File: config.mk
export PLATFORM = sky130hd
export DESIGN_NAME = memarb_nch_flat
export DESIGN_NICKNAME = d
export VERILOG_FILES = /design/src/rtl/memarb_nch_if.sv /design/src/rtl/memarb_nch.sv /design/src/flat_wrapper.sv
export SDC_FILE = /design/constraint.sdc
export NUM_CORES = 1
export LEC_CHECK = 0
export CELL_PAD_IN_SITES_DETAIL_PLACEMENT = 0
export CELL_PAD_IN_SITES_GLOBAL_PLACEMENT = 1
export CORE_AREA = 2 2 225 227
export DETAILED_ROUTE_END_ITERATION = 8
export DIE_AREA = 0 0 227 229
export HOLD_SLACK_MARGIN = 0.02
export PLACE_DENSITY_LB_ADDON = 0.1
export SYNTH_ARGS = -nofsm -noshare
export SYNTH_HDL_FRONTEND = slang
export SYNTH_SLANG_ARGS = --single-unit
File: constraint.sdc
create_clock -name clk -period 3 [get_ports clk]
set_input_delay 0.3 -clock clk [delete_from_list [all_inputs] [get_ports clk]]
set_output_delay 0.3 -clock clk [all_outputs]
set_load 0.005 [all_outputs]
File: src/rtl/memarb_nch_if.sv
// Client and DRAM-side signal bundle for the memarb_nch arbiter.
interface memarb_nch_if #(
    parameter int unsigned NCH = 3,
    parameter int unsigned AW  = 32,
    parameter int unsigned DW  = 72
);
    // client side
    logic [NCH-1:0]    req;
    logic [NCH-1:0]    we;
    logic [NCH*AW-1:0] addr;
    logic [NCH*DW-1:0] wdata;
    logic [NCH*2-1:0]  wmode;
    logic [NCH-1:0]    gnt;
    logic [NCH-1:0]    rvalid;
    logic [DW-1:0]     rdata;

    // memory side
    logic              mem_en;
    logic              mem_rw;
    logic [AW-1:0]     mem_addr;
    logic [DW-1:0]     mem_wdata;
    logic [1:0]        mem_mode;
    logic [DW-1:0]     mem_rdata;

    // clients plus memory model
    modport master (
        output req, we, addr, wdata, wmode, mem_rdata,
        input  gnt, rvalid, rdata, mem_en, mem_rw, mem_addr, mem_wdata, mem_mode
    );

    // arbiter
    modport slave (
        input  req, we, addr, wdata, wmode, mem_rdata,
        output gnt, rvalid, rdata, mem_en, mem_rw, mem_addr, mem_wdata, mem_mode
    );
endinterface

File: src/rtl/memarb_nch.sv
// NCH-channel single-port DRAM arbiter: channel 0 has priority under a burst
// cap, channels 1..NCH-1 share round-robin. One access in flight at a time.
module memarb_nch #(
    parameter int unsigned NCH       = 3,
    parameter int unsigned AW        = 32,
    parameter int unsigned DW        = 72,
    parameter int unsigned RD_LAT    = 2,
    parameter int unsigned MAX_BURST = 4
) (
    input  logic        clk,
    input  logic        rst,
    memarb_nch_if.slave bus
);

    localparam int unsigned   CW        = (NCH > 1) ? $clog2(NCH) : 1;
    localparam logic [3:0]    LAT_LAST  = 4'(RD_LAT);
    localparam logic [3:0]    BURST_CAP = 4'(MAX_BURST);
    localparam logic [CW-1:0] RR_INIT   = CW'(NCH - 1);

    typedef enum logic [1:0] {
        IDLE   = 2'd0,
        ISSUE  = 2'd1,
        RDWAIT = 2'd2
    } state_t;

    state_t          state_q, state_d;

    logic [CW-1:0]   win_q, win_d;
    logic [CW-1:0]   last_rr_q, last_rr_d;
    logic [3:0]      burst_q, burst_d;
    logic [3:0]      lat_q, lat_d;

    logic [NCH-1:0]  gnt_q, gnt_d;
    logic [NCH-1:0]  rvalid_q, rvalid_d;
    logic [DW-1:0]   rdata_q, rdata_d;
    logic            mem_en_q, mem_en_d;
    logic            mem_rw_q, mem_rw_d;
    logic [AW-1:0]   mem_addr_q, mem_addr_d;
    logic [DW-1:0]   mem_wdata_q, mem_wdata_d;
    logic [1:0]      mem_mode_q, mem_mode_d;

    logic [CW-1:0]   rr_win_c;
    logic [CW-1:0]   arb_win_c;
    logic            rr_hit_c;
    logic            others_c;
    logic            pick0_c;
    logic            any_c;

    // k-th candidate after last in the ring 1..NCH-1 (last is never 0)
    function automatic logic [CW-1:0] rr_idx(input logic [CW-1:0] last, input int unsigned k);
        int unsigned t;
        t = ((32'(last) + k - 1) % (NCH - 1)) + 1;
        return CW'(t);
    endfunction

    // round-robin search over channels 1..NCH-1 starting after last_rr
    always_comb begin
        rr_hit_c = 1'b0;
        rr_win_c = last_rr_q;
        for (int unsigned k = 1; k < NCH; k++) begin
            if (!rr_hit_c && bus.req[rr_idx(last_rr_q, k)]) begin
                rr_hit_c = 1'b1;
                rr_win_c = rr_idx(last_rr_q, k);
            end
        end
    end

    // channel 0 wins unless it has used up its burst while others wait
    always_comb begin
        others_c  = |bus.req[NCH-1:1];
        any_c     = |bus.req;
        pick0_c   = bus.req[0] && ((burst_q < BURST_CAP) || !others_c);
        arb_win_c = pick0_c ? '0 : rr_win_c;
    end

    // state register
    always_ff @(posedge clk or negedge rst) begin
        if (!rst) begin
            state_q <= IDLE;
        end else begin
            state_q <= state_d;
        end
    end

    // next-state logic; a read is flagged by mem_rw_q while in ISSUE
    always_comb begin
        state_d = state_q;
        case (state_q)
            IDLE:    if (any_c) state_d = ISSUE;
            ISSUE:   state_d = mem_rw_q ? RDWAIT : IDLE;
            RDWAIT:  if (lat_q == LAT_LAST) state_d = IDLE;
            default: state_d = IDLE;
        endcase
    end

    // output and datapath next values; strobes default low, the rest hold
    always_comb begin
        win_d       = win_q;
        last_rr_d   = last_rr_q;
        burst_d     = burst_q;
        lat_d       = lat_q;
        gnt_d       = '0;
        rvalid_d    = '0;
        rdata_d     = rdata_q;
        mem_en_d    = 1'b0;
        mem_rw_d    = mem_rw_q;
        mem_addr_d  = mem_addr_q;
        mem_wdata_d = mem_wdata_q;
        mem_mode_d  = mem_mode_q;

        case (state_q)
            IDLE: begin
                if (!bus.req[0]) begin
                    burst_d = '0;
                end
                if (any_c) begin
                    win_d       = arb_win_c;
                    gnt_d       = NCH'(1) << arb_win_c;
                    mem_en_d    = 1'b1;
                    mem_rw_d    = ~bus.we[arb_win_c];
                    mem_addr_d  = bus.addr[32'(arb_win_c) * AW +: AW];
                    mem_wdata_d = bus.wdata[32'(arb_win_c) * DW +: DW];
                    mem_mode_d  = bus.wmode[32'(arb_win_c) * 2 +: 2];
                    if (arb_win_c == '0) begin
                        if (others_c && (burst_q < BURST_CAP)) begin
                            burst_d = burst_q + 4'd1;
                        end
                    end else begin
                        burst_d   = '0;
                        last_rr_d = arb_win_c;
                    end
                end
            end
            ISSUE: begin
                lat_d = 4'd1;
            end
            RDWAIT: begin
                lat_d = lat_q + 4'd1;
                if (lat_q == LAT_LAST) begin
                    rdata_d  = bus.mem_rdata;
                    rvalid_d = NCH'(1) << win_q;
                end
            end
            default: ;
        endcase
    end

    // datapath and output registers
    always_ff @(posedge clk or negedge rst) begin
        if (!rst) begin
            win_q       <= '0;
            last_rr_q   <= RR_INIT;
            burst_q     <= '0;
            lat_q       <= '0;
            gnt_q       <= '0;
            rvalid_q    <= '0;
            rdata_q     <= '0;
            mem_en_q    <= 1'b0;
            mem_rw_q    <= 1'b1;
            mem_addr_q  <= '0;
            mem_wdata_q <= '0;
            mem_mode_q  <= '0;
        end else begin
            win_q       <= win_d;
            last_rr_q   <= last_rr_d;
            burst_q     <= burst_d;
            lat_q       <= lat_d;
            gnt_q       <= gnt_d;
            rvalid_q    <= rvalid_d;
            rdata_q     <= rdata_d;
            mem_en_q    <= mem_en_d;
            mem_rw_q    <= mem_rw_d;
            mem_addr_q  <= mem_addr_d;
            mem_wdata_q <= mem_wdata_d;
            mem_mode_q  <= mem_mode_d;
        end
    end

    assign bus.gnt       = gnt_q;
    assign bus.rvalid    = rvalid_q;
    assign bus.rdata     = rdata_q;
    assign bus.mem_en    = mem_en_q;
    assign bus.mem_rw    = mem_rw_q;
    assign bus.mem_addr  = mem_addr_q;
    assign bus.mem_wdata = mem_wdata_q;
    assign bus.mem_mode  = mem_mode_q;

endmodule

File: src/flat_wrapper.sv
// flat-port wrapper written by rule: the top's interface ports become plain ports
module memarb_nch_flat 
#(
    parameter int unsigned NCH       = 3,
    parameter int unsigned AW        = 32,
    parameter int unsigned DW        = 72,
    parameter int unsigned RD_LAT    = 2,
    parameter int unsigned MAX_BURST = 4
)
  (clk, rst, bus_req, bus_we, bus_addr, bus_wdata, bus_wmode, bus_mem_rdata, bus_gnt, bus_rvalid, bus_rdata, bus_mem_en, bus_mem_rw, bus_mem_addr, bus_mem_wdata, bus_mem_mode);
  memarb_nch_if #(.NCH(NCH), .AW(AW), .DW(DW)) bus_i ();
  input  logic clk;
  input  logic rst;
  input wire logic [$bits(bus_i.req)-1:0] bus_req;
  input wire logic [$bits(bus_i.we)-1:0] bus_we;
  input wire logic [$bits(bus_i.addr)-1:0] bus_addr;
  input wire logic [$bits(bus_i.wdata)-1:0] bus_wdata;
  input wire logic [$bits(bus_i.wmode)-1:0] bus_wmode;
  input wire logic [$bits(bus_i.mem_rdata)-1:0] bus_mem_rdata;
  output wire logic [$bits(bus_i.gnt)-1:0] bus_gnt;
  output wire logic [$bits(bus_i.rvalid)-1:0] bus_rvalid;
  output wire logic [$bits(bus_i.rdata)-1:0] bus_rdata;
  output wire logic [$bits(bus_i.mem_en)-1:0] bus_mem_en;
  output wire logic [$bits(bus_i.mem_rw)-1:0] bus_mem_rw;
  output wire logic [$bits(bus_i.mem_addr)-1:0] bus_mem_addr;
  output wire logic [$bits(bus_i.mem_wdata)-1:0] bus_mem_wdata;
  output wire logic [$bits(bus_i.mem_mode)-1:0] bus_mem_mode;
  assign bus_i.req = bus_req;
  assign bus_i.we = bus_we;
  assign bus_i.addr = bus_addr;
  assign bus_i.wdata = bus_wdata;
  assign bus_i.wmode = bus_wmode;
  assign bus_i.mem_rdata = bus_mem_rdata;
  assign bus_gnt = bus_i.gnt;
  assign bus_rvalid = bus_i.rvalid;
  assign bus_rdata = bus_i.rdata;
  assign bus_mem_en = bus_i.mem_en;
  assign bus_mem_rw = bus_i.mem_rw;
  assign bus_mem_addr = bus_i.mem_addr;
  assign bus_mem_wdata = bus_i.mem_wdata;
  assign bus_mem_mode = bus_i.mem_mode;
  memarb_nch #(.NCH(NCH), .AW(AW), .DW(DW), .RD_LAT(RD_LAT), .MAX_BURST(MAX_BURST)) u_core (.clk(clk), .rst(rst), .bus(bus_i));
endmodule
Yosys cells after proc, flatten, opt, wreduce, memory -nomap -nowiden
Index checks and enable logic that the tools add are counted.
Storage, ports and cells
  register bits after elaboration: 200
  output and inout bits: 186
Cells by class
  add/subtract/negate cells: 8
  $lt $le $gt $ge: 4
  reductions and logical operators: 15
  multiply operators: 1
  equality and inequality tests: 5
  shift operators: 5
  muxes and demuxes: 25
  bitwise logic cells: 2
Operators by type and width (number)
  variable part select 216 x 10 -> 72 bit: 1
  variable part select 96 x 8 -> 32 bit: 1
  two-way mux 4 bit: 4
  two-way mux 2 bit: 6
  two-way mux 3 bit: 4
  < comparator 2 x 3 -> 1 bit (second input constant): 3
  adder 4 x 1 -> 4 bit (second input constant): 2
  case mux 4 bit (2 select lines): 1
  binary-select mux 1 bit (select 2 bit): 3
  multiplier 2 x 4 -> 6 bit (second input constant): 1
  two-way mux 1 bit: 6
  case mux 2 bit (3 select lines): 1
  AND reduction 2 bit: 3
  variable part select 6 x 4 -> 2 bit: 1
  left shift 1 x 2 -> 3 bit (first input constant): 2
  adder 1 x 1 -> 2 bit (second input constant): 2
  == test 4 x 2 -> 1 bit (second input constant): 1
  logical NOT 2 bit: 2
  < comparator 4 x 3 -> 1 bit (second input constant): 1
  != test 2 x 1 -> 1 bit (second input constant): 2
  logical AND 1 bit: 3
  AND reduction 3 bit: 1
  OR reduction 3 bit: 1
  adder 1 bit (second input constant): 2
  other kinds (8): 11

Longest topological paths before layout
Gate-level depths: netlist (run 1).
  word-level depth: 13
  mapped depth: 9
  depth with buffers taken out: 6

Least setup slack after synthesis (run 1)
OpenSTA, ideal clock, no wires.
  path kind: reg2reg
  start: reg u_core.lat_q[0]
  end: reg u_core.rdata_q[15], in the netlist u_core.bus.rdata[15]
  data arrival time: 1.703 ns
  setup time: 0.125 ns
  stages on the path, launching flop included: 7
  required time: 2.875 ns
  path slack: 1.172 ns
  cells stage by stage: dfrtp_1 > inv_1 > ha_1 > or3b_1 > nor2_4 > buf_4 > mux2_2
Between the ends
  cells in the longest elaborated chain, start to end: 2
RTL lines
  start: declaration: RTL line memarb_nch.sv:31  | logic [3:0] lat_q, lat_d;
  start signal: assignment: RTL line memarb_nch.sv:167  | lat_q <= lat_d;
  == test 4 x 2 -> 1 bit: RTL line memarb_nch.sv:139  | if (lat_q == LAT_LAST) begin
  AND reduction 2 bit (no line)
  end signal: assignment: RTL line memarb_nch.sv:170  | rdata_q <= rdata_d;
  end: declaration: RTL line memarb_nch.sv:35  | logic [DW-1:0] rdata_q, rdata_d;
No other way between the ends.
A chain may end at the register's enable or synchronous reset.

Worst setup path in the final report (run 1)
  start: reg u_core.state_q[0]
  end: reg u_core.mem_wdata_q[49], in the netlist u_core.bus.mem_wdata[49]
Between the ends
  cells in the longest elaborated chain, start to end: 2
RTL lines
  start: declaration: RTL line memarb_nch.sv:26  | state_t state_q, state_d;
  start signal: assignment: RTL line memarb_nch.sv:81  | state_q <= state_d;
  logical NOT 2 bit: RTL line memarb_nch.sv:111  | case (state_q)
  AND reduction 2 bit (no line)
  end signal: assignment: RTL line memarb_nch.sv:174  | mem_wdata_q <= mem_wdata_d;
  end: declaration: RTL line memarb_nch.sv:39  | logic [DW-1:0] mem_wdata_q, mem_wdata_d;
No other way between the ends.

==> results of run 1 <==
-- critical path: stages, from the launching register on --
cell and delay [ps]:
dfrtp_1 410, inv_1 90, ha_1 450, nand2_1 190, a211oi_4 620, buf_12 350, a221o_1 210
-- cells in the mapped netlist, types with 5 or more instances --
master / count
buf_6: 5
o32ai_1: 107
buf_4: 11
mux2_1: 6
mux2_2: 66
ha_1: 6
inv_1: 224
dfrtp_1: 198
a221o_1: 106
buf_2: 37
clkbuf_1: 11
-- state kept, by name (all words and copies together), names as in the netlist, 2 cells and up --
name                  count
u_core.state_q            2
u_core.bus.rdata         72
u_core.bus.mem_mode       2
u_core.burst_q            4
u_core.bus.gnt            3
u_core.lat_q              4
u_core.bus.mem_addr      32
u_core.win_q              2
u_core.bus.mem_wdata     72
u_core.bus.rvalid         3
-- routing by layer --
metal	global-route usage [%]	wire length, microns	vias to the layer above
li1	-	-	4132
met1	19.0	17600	4315
met2	29.6	22200	361
met3	6.80	4320	46
met4	5.37	756	20
met5	0	142	-
-- metrics by stage --
stage	worst slack (ps)	cells	power, mW	util, %
after floorplan	1170	833	6.99	-
after global placement	430	2042	10.7	32.4
after detailed placement	530	2042	10.7	32.4
after CTS	409	2075	13.2	33.6
after global routing	291	2076	13.8	33.6
final	578	2076	12.9	33.6
-- cell families (layout without fill, tap and decap cells) --
kind of cell	count (synthesis)	count (layout)	synth area share, %
flops	199	199	52.8
simple gates	27	27	1.78
buf+inv	291	861	12.9
fa+ha+maj	6	6	0.796
other cells	0	1	0
compound gates	236	236	22.9
mux	74	74	8.81
-- power groups by stage --
| stage | Sequential (mW) | Combinational [mW] | Clock, mW |
|---|---|---|---|
| 2_1_floorplan | 4.39 | 2.60 | 0 |
| 3_3_place_gp | 4.36 | 6.31 | 0 |
| 3_5_place_dp | 4.36 | 6.33 | 0 |
| 4_1_cts | 4.34 | 6.34 | 2.53 |
| 5_1_grt | 4.47 | 6.74 | 2.62 |
| 6_report | 4.33 | 6.21 | 2.40 |
-- path summary, 6_finish.rpt --
path / from / to / depth (start not counted)
setup / recovery: u_core.state_q[0] / u_core.bus.mem_wdata[49] / 6
hold / removal: bus_we[2] / u_core.bus.mem_rw / 2
setup reg to reg: u_core.state_q[0] / u_core.bus.mem_wdata[49] / 6
hold reg to reg: u_core.win_q[1] / u_core.bus.rvalid[0] / 1
max in group asynchronous: rst / u_core.bus.mem_wdata[45] / 3
min in group asynchronous: rst / u_core.bus.rdata[60] / 2
-- what timing repair did --
| action | in CTS | in global routing |
|---|---|---|
| hold endpoints to repair | 59 | 0 |
| setup buffers | 0 | 0 |
| resized for setup | 0 | 0 |
| hold buffers | 1 | 0 |
-- area by class of cell --
class                   count  share of cell area, %
repair buffers            604                   36.9
inverters                 225                   5.08
clock inverters            14                  0.818
well taps                 672                   5.05
diodes                      1                 0.0150
flip-flops and latches    199                   29.9
multi-input cells         343                   19.6
clock buffers              18                   2.64
==> run_results.csv, run 1 <==
group,metric,value,unit
timing,timing.hold.ws,326,ps
detailed_routing,vias,8874,
hold_path,holdCritPathClass,"in -> reg",
clock_tree,htree_levels,4,
setup_path,crit_fanout,49,
floorplanning,die_width,227,microns
placed_design,globalplace.congestion,0.750,
yosys,ys.flop_type,"dfrtp_1",
timing,timing.final.crit_share,80.7,%
floorplanning,floorplan.initialDensity,19.0,%
floorplanning,fp-row-count,82,
timing,max_slew_margin,50.6,%
yosys,async_reset_ff_share,100,%
setup_path,cp-start-kind,"flip-flop",
timing,grt_setup_unrepaired,"false",
clock_tree,numCtsBuffers,17,
setup_path,crit_type,"reg -> reg",
placed_design,dpl-instance-area,0.0161,sq mm
detailed_routing,drt_iter0_drc,353,
setup_path,crit_required,3440,ps
floorplanning,dieArea,0.0520,sq mm
power,cellLeakagePower,7.06,nW
yosys,ys_seq_elements,199,
detailed_routing,drt-pass1-iter-count,7,
global_routing,grt_pass1_vias,9409,
clock_tree,cts-root-buf,"clkbuf_16",
placed_design,dpl.hpwl,33.2,mm
global_routing,grt_first_pass_wirelength,64.5,mm
power,ir_worst_vdd,0.455,mV
clock_tree,clock_sinks,199,
timing,finClkSkew,9.38,ps
power,comb_power_share,48.0,%
global_routing,overflow,0,
detailed_routing,drcViolationCount,0,
power,seqPwrFrac,33.5,%
final_layout,multi_input_area,0.00327,sq mm
detailed_routing,drtAntennaViolNets,0,
timing,tns,0,ps
yosys,yosys.area.top_type,"dfrtp_1",
timing,fmax,413,MHz
yosys,avgSynthCellArea,11.3,sq um
timing,final-hold-violation-count,0,
setup_path,endpoint_kind,"flip-flop",
yosys,postSynthCellCount,833,
final_layout,drive_gt1_share,9.05,%
yosys,yosysUniqueCellTypes,40,
floorplanning,pin_count,584,
floorplanning,coreArea,0.0497,sq mm
clock_tree,cts.path.max_buffers,2,
yosys,synthesis.nets,1237,
timing,maxSlewViolCount,0,
clock_tree,clock_latency,500,ps
final_layout,syn_to_final_growth,76.7,%
detailed_routing,via_per_inst,4.27,
final_layout,fill_cells,5168,
yosys,synth_top_cell_area_share,52.5,%
power,switching_share,34.2,%
timing,fin_crit,2420,ps
setup_path,worstPathArrival,2860,ps
timing,setup_viol,0,
setup_path,r2r_slack,580,ps
power,power_frac_clock,18.5,%
power,p_int,8.52,mW
global_routing,grt_start_max_net_pins,73,
detailed_routing,wl_per_cell,21.7,microns
status,status,"completed",
floorplanning,fp.dieH,229,microns
final_layout,layout_common_cells,"clkdlybuf4s50_1 (582), inv_1 (224), dfrtp_1 (198)",
power,p_switching,4.42,mW
clock_tree,cts_tree,"built",
yosys,yosys_warnings,0,
yosys,syn_area,0.00943,sq mm
placed_design,portBuffers,583,
global_routing,antenna_found_initial,11,
job,cap_violations,0,
final_layout,final_common_cell,"clkdlybuf4s50_1",
detailed_routing,wl,45.0,mm
yosys,synth_edf_count,0,
yosys,seq_area_frac_synth,52.8,%
final_layout,nets,1794,
final_layout,post-route-cell-area,0.0167,sq mm
final_layout,register_area,0.00498,sq mm
timing,tightest_slew,738,ps
global_routing,grtUsageTotal,17.1,%
power,power_density,776,mW/mm^2
clock_tree,clkTransAtPathRegs,80,ps
yosys,ys_top_cells_by_area,"dfrtp_1 (53%), a221o_1 (11%), o32ai_1 (9.9%), inv_1 (8.9%), mux2_2 (7.9%)",
No activity file was read; power rests on OpenSTA's default activity.
==> inputs of run 2 (changes only) <==
--- a/config.mk
+++ b/config.mk
@@ -7,9 +7,9 @@
 export LEC_CHECK = 0
 export CELL_PAD_IN_SITES_DETAIL_PLACEMENT = 0
 export CELL_PAD_IN_SITES_GLOBAL_PLACEMENT = 1
-export CORE_AREA = 2 2 225 227
+export CORE_AREA = 2 2 229 231
 export DETAILED_ROUTE_END_ITERATION = 8
-export DIE_AREA = 0 0 227 229
+export DIE_AREA = 0 0 231 233
 export HOLD_SLACK_MARGIN = 0.02
 export PLACE_DENSITY_LB_ADDON = 0.1
 export SYNTH_ARGS = -nofsm -noshare
==> constraint.sdc (replaced) <==
create_clock -name clk -period 2 [get_ports clk]
set_input_delay 0.2 -clock clk [delete_from_list [all_inputs] [get_ports clk]]
set_output_delay 0.2 -clock clk [all_outputs]
set_load 0.005 [all_outputs]
==> run_results.csv, run 2 (synthesized netlist as in run 1, its figures left out) <==
group,metric,value,unit
status,status,"completed",
floorplanning,dieArea,0.0538,sq mm
timing,timing.hold.ws,250,ps
setup_path,rr_worst_depth,7,
placed_design,place_inst,2092,
global_routing,grt_start_max_net_pins,55,
placed_design,portBuffers,583,
clock_tree,cts-root-buf,"clkbuf_16",
detailed_routing,drcViolationCount,0,
global_routing,grt_first_pass_wirelength,65.6,mm
setup_path,crit_fanout,17,
setup_path,r2r_slack,90,ps
placed_design,globalplace.congestion,0.798,
detailed_routing,drt_iter0_drc,370,
placed_design,dpl-instance-area,0.0166,sq mm
clock_tree,cts.path.max_buffers,2,
detailed_routing,via_per_inst,4.29,
clock_tree,htree_levels,4,
floorplanning,fp-row-count,83,
clock_tree,clock_latency,490,ps
timing,final-hold-violation-count,0,
final_layout,syn_to_final_growth,82.8,%
setup_path,cp-start-kind,"flip-flop",
setup_path,crit_required,2370,ps
floorplanning,die_width,231,microns
global_routing,antenna_found_initial,16,
setup_path,endpoint_kind,"flip-flop",
power,p_int,13.3,mW
timing,tns,0,ps
detailed_routing,drt-pass1-iter-count,5,
timing,setup_viol,0,
timing,max_slew_margin,65.5,%
setup_path,worstReg2RegEnd,"u_core.bus.rdata[0]",
power,p_total,20.0,mW
timing,finClkSkew,14.7,ps
final_layout,drive_gt1_share,11.9,%
setup_path,worstPathArrival,2280,ps
timing,grt_setup_unrepaired,"true",
global_routing,overflow,0,
final_layout,nets,1841,
detailed_routing,wl_per_cell,21.6,microns
final_layout,fill_cells,5238,
clock_tree,clkTransAtPathRegs,80,ps
placed_design,dpl.hpwl,35.6,mm
power,cellLeakagePower,7.34,nW
setup_path,crit_type,"reg -> reg",
detailed_routing,vias,9154,
power,seqPwrFrac,32.6,%
clock_tree,numCtsBuffers,17,
power,ir_worst_vdd,0.531,mV
floorplanning,floorplan.initialDensity,18.5,%
timing,fmax,523,MHz
power,power_frac_clock,18.7,%
power,p_switching,6.72,mW
floorplanning,pin_count,584,
floorplanning,coreArea,0.0511,sq mm
final_layout,final_common_cell,"clkdlybuf4s50_1",
final_layout,post-route-cell-area,0.0172,sq mm
job,cap_violations,0,
power,power_density,1160,mW/mm^2
timing,fin_crit,1910,ps
clock_tree,cts_tree,"built",
floorplanning,fp.dieH,233,microns
global_routing,grtUsageTotal,16.8,%
final_layout,layout_common_cells,"clkdlybuf4s50_1 (582), inv_1 (224), dfrtp_1 (198)",
timing,maxSlewViolCount,0,
hold_path,holdCritPathClass,"in -> async",
power,comb_power_share,48.7,%
power,switching_share,33.6,%
setup_path,r2r-start,"u_core.lat_q[0]",
detailed_routing,drtAntennaViolNets,0,
final_layout,fin_cells,2134,
timing,timing.final.crit_share,95.5,%
clock_tree,clock_sinks,199,
timing,tightest_slew,517,ps
global_routing,grt_pass1_vias,9742,
detailed_routing,wl,46.1,mm
## run 2: worst max-delay path by stage
stage,slack (ps),depth (start not counted),to,start
2_1_floorplan,170,6,u_core.bus.rdata[15],u_core.lat_q[0]
3_3_place_gp,-50,6,u_core.bus.mem_addr[28],bus_req[0]
3_5_place_dp,-90,6,u_core.bus.mem_wdata[54],bus_req[0]
4_1_cts,50,7,u_core.bus.rdata[44],u_core.lat_q[0]
5_1_grt,-2,7,u_core.bus.mem_wdata[36],u_core.state_q[0]
6_report,90,7,u_core.bus.rdata[0],u_core.lat_q[0]
## run 2: worst max-delay path: stages (launching register included)
cell     delay [ps]
dfrtp_1         380
inv_1            60
ha_1            140
or3b_1          410
nor2_4          120
buf_12          170
buf_12          170
mux2_2          340
## run 2: power by group through the flow
stage / clock network [mW] / registers [mW] / logic, mW
2_1_floorplan: 0 / 6.58 / 3.90
3_3_place_gp: 0 / 6.56 / 9.86
3_5_place_dp: 0 / 6.57 / 9.90
4_1_cts: 3.94 / 6.54 / 9.91
5_1_grt: 4.07 / 6.73 / 10.6
6_report: 3.75 / 6.52 / 9.74
## run 2: metal layers
layer  share of wire, %  global-route usage, %
met1                 38                   18.4
met2                 50                   29.3
met3                9.5                   7.75
met4                1.4                   4.38
met5               0.41                      0
## run 2: repair_timing
item	4_1_cts	5_1_grt
setup buffers	0	5
gates resized for setup	0	1
hold buffers	1	0
setup endpoints to repair	0	12
hold endpoints to repair	64	0
## run 2: per-stage QoR
| step | util, % | setup WS [ps] |
|---|---|---|
| after global placement | 32.5 | -49.4 |
| after detailed placement | 32.5 | -93.8 |
| final | 33.8 | 89.8 |
| after floorplan | - | 172 |
| after CTS | 33.6 | 52.6 |
| after global routing | 33.7 | -1.73 |
## run 2: area by class of cell
cell class              instances  area, sq um  share of cell area, %
repair buffers                651         6690                   38.8
inverters                     225          847                   4.91
multi-input cells             343         3270                   19.0
clock inverters                13          161                  0.936
flip-flops and latches        199         4980                   28.9
diodes                          4         10.0                 0.0580
clock buffers                  19          433                   2.51
well taps                     680          851                   4.93
